`src/rtl/yuv444_to_422_if.sv`:
```
// Pixel-stream bundle for the 4:4:4 -> 4:2:2 output stage.
// Holds the scaler-side input stream, the 4:2:2 output stream and the frame-geometry status.
interface yuv444_to_422_if #(
  parameter int BITS  = 8,
  parameter int CNT_W = 12
);
  logic             in_href;
  logic             in_vsync;
  logic [BITS-1:0]  in_y;
  logic [BITS-1:0]  in_u;
  logic [BITS-1:0]  in_v;

  logic             out_href;
  logic             out_vsync;
  logic [BITS-1:0]  out_y;
  logic [BITS-1:0]  out_c;
  logic             out_c_sel;

  logic [CNT_W-1:0] line_width;
  logic [CNT_W-1:0] frame_lines;
  logic             odd_line_err;

  modport master (
    output in_href, in_vsync, in_y, in_u, in_v,
    input  out_href, out_vsync, out_y, out_c, out_c_sel,
    input  line_width, frame_lines, odd_line_err
  );

  modport slave (
    input  in_href, in_vsync, in_y, in_u, in_v,
    output out_href, out_vsync, out_y, out_c, out_c_sel,
    output line_width, frame_lines, odd_line_err
  );
endinterface

```
`src/rtl/yuv444_to_422.sv`:
```
// YUV 4:4:4 to YCbCr 4:2:2 converter: pairwise round-half-up chroma averaging, fixed
// two-cycle latency on href/vsync/data, plus per-frame geometry and odd-width reporting.
module yuv444_to_422 #(
  parameter int BITS  = 8,
  parameter int CNT_W = 12
) (
  input  logic           pclk,
  input  logic           rst_n,
  yuv444_to_422_if.slave vid
);
  localparam logic [CNT_W-1:0] CNT_MAX = '1;
  localparam logic [CNT_W-1:0] CNT_ONE = {{(CNT_W-1){1'b0}}, 1'b1};

  // First delay stage doubles as the "previous" sample for edge detection.
  logic             r_href_d1;
  logic             r_vsync_d1;
  logic             r_phase;
  logic             r_p1_pend;
  logic [BITS-1:0]  r_y0;
  logic [BITS-1:0]  r_u0;
  logic [BITS-1:0]  r_v0;
  logic [BITS-1:0]  r_y1;
  logic [BITS-1:0]  r_cr;

  logic             r_out_href;
  logic             r_out_vsync;
  logic [BITS-1:0]  r_out_y;
  logic [BITS-1:0]  r_out_c;
  logic             r_out_c_sel;

  logic [CNT_W-1:0] r_pix_cnt;
  logic [CNT_W-1:0] r_line_cnt;
  logic [CNT_W-1:0] r_line_width;
  logic [CNT_W-1:0] r_frame_lines;
  logic             r_odd_err;

  logic             w_line_start;
  logic             w_line_end;
  logic             w_frame_end;
  logic             w_frame_start;
  logic             w_cur_phase;
  logic             w_is_p0;
  logic             w_is_p1;
  logic             w_odd;
  logic             w_count_line;
  logic [CNT_W-1:0] w_line_cnt_inc;

  logic [BITS-1:0]  w_c_held [2];
  logic [BITS-1:0]  w_c_in   [2];
  logic [BITS-1:0]  w_c_avg  [2];

  logic [BITS-1:0]  w_nxt_y;
  logic [BITS-1:0]  w_nxt_c;
  logic             w_nxt_sel;

  assign w_line_start  = vid.in_href & ~r_href_d1;
  assign w_line_end    = r_href_d1 & ~vid.in_href;
  assign w_frame_end   = vid.in_vsync & ~r_vsync_d1;
  assign w_frame_start = r_vsync_d1 & ~vid.in_vsync;

  // The first pixel of every line is a P0 regardless of where the previous line stopped.
  assign w_cur_phase = w_line_start ? 1'b0 : r_phase;
  assign w_is_p0     = vid.in_href & ~w_cur_phase;
  assign w_is_p1     = vid.in_href & w_cur_phase;
  assign w_odd       = w_line_end & r_phase;

  // Index 0 is Cb (U), index 1 is Cr (V).
  assign w_c_held[0] = r_u0;
  assign w_c_held[1] = r_v0;
  assign w_c_in[0]   = vid.in_u;
  assign w_c_in[1]   = vid.in_v;

  genvar gi;
  generate
    for (gi = 0; gi < 2; gi++) begin : g_avg
      logic [BITS:0] w_sum;
      assign w_sum        = {1'b0, w_c_held[gi]} + {1'b0, w_c_in[gi]} + {{BITS{1'b0}}, 1'b1};
      assign w_c_avg[gi]  = w_sum[BITS:1];
    end
  endgenerate

  always_ff @(posedge pclk or negedge rst_n) begin
    if (!rst_n) begin
      r_href_d1  <= 1'b0;
      r_vsync_d1 <= 1'b0;
      r_phase    <= 1'b0;
      r_p1_pend  <= 1'b0;
      r_y0       <= '0;
      r_u0       <= '0;
      r_v0       <= '0;
      r_y1       <= '0;
      r_cr       <= '0;
    end else begin
      r_href_d1  <= vid.in_href;
      r_vsync_d1 <= vid.in_vsync;
      if (vid.in_href) begin
        r_phase <= ~w_cur_phase;
      end
      if (w_is_p0) begin
        r_y0 <= vid.in_y;
        r_u0 <= vid.in_u;
        r_v0 <= vid.in_v;
      end
      r_p1_pend <= w_is_p1;
      if (w_is_p1) begin
        r_y1 <= vid.in_y;
        r_cr <= w_c_avg[1];
      end
    end
  end

  // Exactly one source is live per cycle: a pair completing, the Cr half of the
  // previous pair, or an unpaired trailing P0 that keeps its own Cb.
  always_comb begin
    w_nxt_y   = '0;
    w_nxt_c   = '0;
    w_nxt_sel = 1'b0;
    if (w_is_p1) begin
      w_nxt_y = r_y0;
      w_nxt_c = w_c_avg[0];
    end else if (r_p1_pend) begin
      w_nxt_y   = r_y1;
      w_nxt_c   = r_cr;
      w_nxt_sel = 1'b1;
    end else if (w_odd) begin
      w_nxt_y = r_y0;
      w_nxt_c = r_u0;
    end
  end

  always_ff @(posedge pclk or negedge rst_n) begin
    if (!rst_n) begin
      r_out_href  <= 1'b0;
      r_out_vsync <= 1'b0;
      r_out_y     <= '0;
      r_out_c     <= '0;
      r_out_c_sel <= 1'b0;
    end else begin
      r_out_href  <= r_href_d1;
      r_out_vsync <= r_vsync_d1;
      r_out_y     <= w_nxt_y;
      r_out_c     <= w_nxt_c;
      r_out_c_sel <= w_nxt_sel;
    end
  end

  // Lines ending inside vertical blanking are converted but not counted.
  assign w_count_line   = w_line_end & ~r_vsync_d1;
  assign w_line_cnt_inc = (w_count_line && (r_line_cnt != CNT_MAX)) ? r_line_cnt + CNT_ONE
                                                                     : r_line_cnt;

  always_ff @(posedge pclk or negedge rst_n) begin
    if (!rst_n) begin
      r_pix_cnt     <= '0;
      r_line_cnt    <= '0;
      r_line_width  <= '0;
      r_frame_lines <= '0;
      r_odd_err     <= 1'b0;
    end else begin
      if (w_line_start) begin
        r_pix_cnt <= CNT_ONE;
      end else if (vid.in_href && (r_pix_cnt != CNT_MAX)) begin
        r_pix_cnt <= r_pix_cnt + CNT_ONE;
      end
      if (w_line_end) begin
        r_line_width <= r_pix_cnt;
      end
      if (w_frame_end) begin
        r_frame_lines <= w_line_cnt_inc;
        r_line_cnt    <= '0;
      end else begin
        r_line_cnt <= w_line_cnt_inc;
      end
      if (w_odd) begin
        r_odd_err <= 1'b1;
      end else if (w_frame_start) begin
        r_odd_err <= 1'b0;
      end
    end
  end

  assign vid.out_href     = r_out_href;
  assign vid.out_vsync    = r_out_vsync;
  assign vid.out_y        = r_out_y;
  assign vid.out_c        = r_out_c;
  assign vid.out_c_sel    = r_out_c_sel;
  assign vid.line_width   = r_line_width;
  assign vid.frame_lines  = r_frame_lines;
  assign vid.odd_line_err = r_odd_err;
endmodule

```
`src/flat_wrapper.sv`:
```
// flat-port wrapper written by rule: the top's interface ports become plain ports
module yuv444_to_422_flat 
#(
  parameter int BITS  = 8,
  parameter int CNT_W = 12
)
  (pclk, rst_n, vid_in_href, vid_in_vsync, vid_in_y, vid_in_u, vid_in_v, vid_out_href, vid_out_vsync, vid_out_y, vid_out_c, vid_out_c_sel, vid_line_width, vid_frame_lines, vid_odd_line_err);
  yuv444_to_422_if #(.BITS(BITS), .CNT_W(CNT_W)) vid_i ();
  input  logic pclk;
  input  logic rst_n;
  input wire logic [$bits(vid_i.in_href)-1:0] vid_in_href;
  input wire logic [$bits(vid_i.in_vsync)-1:0] vid_in_vsync;
  input wire logic [$bits(vid_i.in_y)-1:0] vid_in_y;
  input wire logic [$bits(vid_i.in_u)-1:0] vid_in_u;
  input wire logic [$bits(vid_i.in_v)-1:0] vid_in_v;
  output wire logic [$bits(vid_i.out_href)-1:0] vid_out_href;
  output wire logic [$bits(vid_i.out_vsync)-1:0] vid_out_vsync;
  output wire logic [$bits(vid_i.out_y)-1:0] vid_out_y;
  output wire logic [$bits(vid_i.out_c)-1:0] vid_out_c;
  output wire logic [$bits(vid_i.out_c_sel)-1:0] vid_out_c_sel;
  output wire logic [$bits(vid_i.line_width)-1:0] vid_line_width;
  output wire logic [$bits(vid_i.frame_lines)-1:0] vid_frame_lines;
  output wire logic [$bits(vid_i.odd_line_err)-1:0] vid_odd_line_err;
  assign vid_i.in_href = vid_in_href;
  assign vid_i.in_vsync = vid_in_vsync;
  assign vid_i.in_y = vid_in_y;
  assign vid_i.in_u = vid_in_u;
  assign vid_i.in_v = vid_in_v;
  assign vid_out_href = vid_i.out_href;
  assign vid_out_vsync = vid_i.out_vsync;
  assign vid_out_y = vid_i.out_y;
  assign vid_out_c = vid_i.out_c;
  assign vid_out_c_sel = vid_i.out_c_sel;
  assign vid_line_width = vid_i.line_width;
  assign vid_frame_lines = vid_i.frame_lines;
  assign vid_odd_line_err = vid_i.odd_line_err;
  yuv444_to_422 #(.BITS(BITS), .CNT_W(CNT_W)) u_core (.pclk(pclk), .rst_n(rst_n), .vid(vid_i));
endmodule
```
`config.mk`:
```
export PLATFORM = sky130hd
export DESIGN_NAME = yuv444_to_422_flat
export DESIGN_NICKNAME = d
export VERILOG_FILES = /design/src/rtl/yuv444_to_422_if.sv /design/src/rtl/yuv444_to_422.sv /design/src/flat_wrapper.sv
export SDC_FILE = /design/constraint.sdc
export NUM_CORES = 1
export LEC_CHECK = 0
export CAP_MARGIN = 20
export CORE_ASPECT_RATIO = 0.7
export CORE_MARGIN = 1
export CORE_UTILIZATION = 50
export CTS_BUF_LIST = sky130_fd_sc_hd__clkbuf_4 sky130_fd_sc_hd__clkbuf_8
export DETAILED_ROUTE_END_ITERATION = 10
export GPL_TIMING_DRIVEN = 0
export PLACE_DENSITY = 0.74
export SYNTH_ARGS = -nofsm -noshare
export SYNTH_HDL_FRONTEND = slang
export SYNTH_SLANG_ARGS = --single-unit
```
`constraint.sdc`:
```
create_clock -name pclk -period 3.5 [get_ports pclk]
set_input_delay 0.525 -clock pclk [delete_from_list [all_inputs] [get_ports pclk]]
set_output_delay 0.525 -clock pclk [all_outputs]
set_load 0.02 [all_outputs]
```
Word-level counts from Yosys, hierarchy flattened
Index checks and enable logic that the tools add are counted.
{"block": "classes", "addsub": 6, "eq_ne": 2, "mux": 15, "bitwise": 13, "reduce_logical": 4}
{"op": "$mux 12", "n": 4}
{"op": "$mux 8", "n": 6}
{"op": "$add 12x1->12 const B", "n": 2}
{"op": "$ne 12x12->1 const B", "n": 2}
{"op": "$add 8x8->9", "n": 2}
{"op": "$add 9x1->9 const B", "n": 2}
{"op": "$and 1x1->1", "n": 8}
{"op": "$mux 1", "n": 5}
{"op": "$not 1->1", "n": 5}
{"op": "$reduce_bool 2->1", "n": 2}
{"op": "$logic_and 1x1->1", "n": 2}
{"block": "totals", "regBits": 112, "in_bits": 28, "out_inout_bits": 44, "word_cells": 59}

Longest topological paths before layout
{"block": "depth", "ltp_word": 6, "ltp_mapped": 7, "ltp_nobuf": 7}

Least setup slack after synthesis
OpenSTA, ideal clock, no wires.
{"block": "synth_path", "path_kind": "in2reg", "start": "in vid_in_v[0]", "end": "reg u_core.r_cr[5]", "setup_time_ns": 0.135, "arrival_time_ns": 1.934, "required_ns": 3.365, "path_slack_ns": 1.431, "path_stages": 6, "n_path_buf": 0, "path_cell_list": "or2_2 > fa_1 > a21o_1 > a22o_1 > a311oi_1 > o21ai_0"}
{"block": "synth_between", "elab_chain_len": 2}
{"element": "from (decl)", "line_no": "flat_wrapper.sv:15", "source": "input wire logic [$bits(vid_i.in_v)-1:0] vid_in_v;"}
{"element": "$add 8x8->9", "line_no": "yuv444_to_422.sv:77", "source": "assign w_sum = {1'b0, w_c_held[gi]} + {1'b0, w_c_in[gi]} + {{BITS{1'b0}}, 1'b1};"}
{"element": "$add 9x1->9", "line_no": "yuv444_to_422.sv:77"}
{"element": "to (signal assigned)", "line_no": "yuv444_to_422.sv:107", "source": "r_cr <= w_c_avg[1];"}
{"element": "to (decl)", "line_no": "yuv444_to_422.sv:23", "source": "logic [BITS-1:0] r_cr;"}
No other way between the ends.
A chain may end at the register's enable or synchronous reset.

Worst setup path in the final report
Same ends and word-level chain as after synthesis.

==> out/metrics.yaml <==
yosys:
  synth_warnings: 0
  synth_common_cells: "112 x dfrtp_1, 101 x nand2_1, 41 x o21ai_0"
  synth_top_area_cell: "dfrtp_1"
  synth.most_common_cell: "dfrtp_1"
  ys_seq_elements: 112
  ys_top_cells_by_area: "dfrtp_1 54%, nand2_1 7.3%, mux2_2 7.1%, o21ai_0 3.9%, ha_1 3.8%"
  ys.flop_type: "dfrtp_1"
  synth_cells: 507
  synth_edf_count: 0
  ys_async_sr_fraction: 1.000
  yosysTopAreaCellShare: 0.5360
  yosysSeqAreaShare: 0.5360
  synth.distinct_cells: 55
  syn-num-nets: 553
  synth_area_per_cell_um2: 10.31
  syn-cell-area_mm2: 0.005229
clocking:
  clk_pin_slew_ns: 0.10
  cts_root_buf: "clkbuf_8"
  cts_buffer_depth: 2
  insertion_delay_ns: 0.38
  cts_hold_buf: 0
  cts-buffers-inserted: 9
  cts_sinks: 112
  ctsHtreeMaxLevel: 3
  cts_resized: 0
  cts_tree: "yes"
  post_cts_buffers: 0
sta:
  layout_setup_ws_ns: 1.144
  timing.final.crit_share: 0.6731
  fmax_mhz: 424.5
  tns_ns: 0
  finalCriticalPeriod_ns: 2.356
  max-slew-margin-rel: 0.4591
  rsz0062_at_grt: "no"
  finalHoldViolCount: 0
  setup_viol: 0
  drv_slew: 0
  finClkSkew_ns: 0.01128
  max_slew.worst_pin.slew_ns: 0.8114
route:
  wl_met2_mm: 4.869
  drc_errors: 0
  met1Wirelength_mm: 5.487
  viasPerCell: 5.482
  dr.pass1.iters: 5
  wl_per_cell_um: 15.25
  via_count: 3958
  drtIter0Drc: 301
  met3WireLength_um: 536
  totalWireLength_mm: 11.01
  ant_nets: 0
  top_layer_used: "met4"
cells_and_area:
  final_cell_area_mm2: 0.006332
  area_growth_pct: 21.11
  diodes: 0
  fin_nets: 636
  drive_gt1_frac: 0.1111
floorplanning:
  die_y_um: 87.56
  dieWidth_um: 124.2
  die-area_mm2: 0.01088
  io_pins: 72
  rows: 30
  core_region_area_mm2: 0.009910
  initial_core_util: 0.5277
status:
  run_status: "finished, final reports clean"
place:
  place_area_mm2: 0.006125
  dpl.hpwl_mm: 8.018
  gp_congestion: 0.8786
  io_buffers: 71
  place_ws_ns: 0.7770
power:
  power.density_mw_per_mm2: 496.4
  peakVddDrop_v: 0.0002711
  leakagePower_nw: 2.755
  finalPower_mw: 3.143
critical_path:
  critical_path_arrival_ns: 2.64
  crit_type: "in2reg"
  endpoint_kind: "flop"
  startpoint_type: "input port"
  worstPathMaxFanout: 4
  required_ns: 3.79
flow_run:
  drv_cap: 0
global_routing:
  grt_max_degree: 64
  antenna_found_initial: 0
  grt.overflow.total: 0
  grt_pass1_wl_mm: 18.56
  grt_use_total: 0.2170
  grt_pass1_vias: 3805
worst_hold_path:
  hold_class: "in2async"
registers in the layout, indices dropped and copies added, names as in the netlist:
name and cells:
u_core.r_phase 1, u_core.vid.out_c_sel 1, u_core.r_pix_cnt 12, u_core.r_y1 8, u_core.r_vsync_d1 1, u_core.vid.line_width 12
u_core.vid.out_c 8, u_core.r_line_cnt 12, u_core.r_cr 8, u_core.r_p1_pend 1, u_core.r_u0 8, u_core.r_href_d1 1
u_core.vid.frame_lines 12, u_core.r_v0 8, u_core.vid.out_href 1, u_core.vid.out_y 8, u_core.vid.out_vsync 1, u_core.vid.odd_line_err 1
u_core.r_y0 8
final timing paths:
check                               start                    to  slack [ns]  cells after the start
setup / recovery              vid_in_v[0]        u_core.r_cr[5]        1.14                      8
hold / removal                      rst_n  u_core.vid.out_vsync        0.25                      1
setup reg to reg           u_core.r_v0[0]        u_core.r_cr[5]        1.31                      7
hold reg to reg            u_core.r_y1[5]        u_core.r_y1[5]        0.49                      2
max in group asynchronous           rst_n        u_core.r_u0[0]        2.55                      2
min in group pclk          u_core.r_y1[5]        u_core.r_y1[5]        0.49                      2
metal layers:
metal	up-vias	track usage
met5	-	0
met3	13	0.05009
met1	1905	0.3125
met4	0	0.05586
met2	110	0.3350
li1	1930	-
cell type report:
type                       count  area, um^2
fill                         820        3577
multi-input combinational    364        2288
clock inverter                 6       83.83
sequential                   112        2803
clock buffer                   9       123.9
buffer                        21       100.1
inverter                      10       37.54
tap                          128       160.2
timing repair buffer          72       735.7
critical path, cell delays in order:
cell,delay [ns]
clkdlybuf4s50_1,0.42
or2_2,0.30
fa_1,0.41
a21o_1,0.21
a22o_1,0.26
nor4_1,0.25
a311oi_1,0.09
o21ai_0,0.18
power breakdown:
| part | leakage [nW] | total (mW) | switching, mW | internal (mW) |
|---|---|---|---|---|
| registers | 1.44 | 1.58 | 0.119 | 1.47 |
| clock network | 0.109 | 0.826 | 0.427 | 0.398 |
| logic | 1.21 | 0.733 | 0.390 | 0.343 |
layout by cell type, fill, tap and decap left out, types with 4 or more instances in the layout:
master	instances
a31oi_1	4
xor2_1	6
xnor2_1	10
nor3_1	12
ha_1	16
clkbuf_1	15
inv_1	9
a21oi_1	18
clkdlybuf4s50_1	70
mux2i_1	4
nand3_1	9
o21ai_0	41
nor2_1	38
mux2_2	33
dfrtp_1	112
a21o_1	4
nor2b_1	4
clkbuf_8	9
nand2_1	101
o31ai_1	5
nand4_1	4
o211ai_1	4
kinds of logic (layout without fill, tap and decap cells):
family,after synthesis,after routing,share of synthesized area
flip-flops,112,112,0.5360
AND/OR/NAND/NOR,195,195,0.1706
adder cells (fa/ha/maj),18,18,0.04594
AO/OA/AOI/OAI,97,97,0.1134
buffers and inverters,31,118,0.02632
XOR/XNOR,16,16,0.02680
multiplexers,38,38,0.08088
metrics by stage:
stage,cells,util,hold WS [ns]
finish,722,0.6390,0.2453
global route,722,0.6390,0.2945
CTS,722,0.6390,0.2666
detailed placement,707,0.6181,0.4636
global placement,706,0.6155,0.4585
floorplan,507,-,0.2294
No activity file was read; power rests on OpenSTA's default activity.
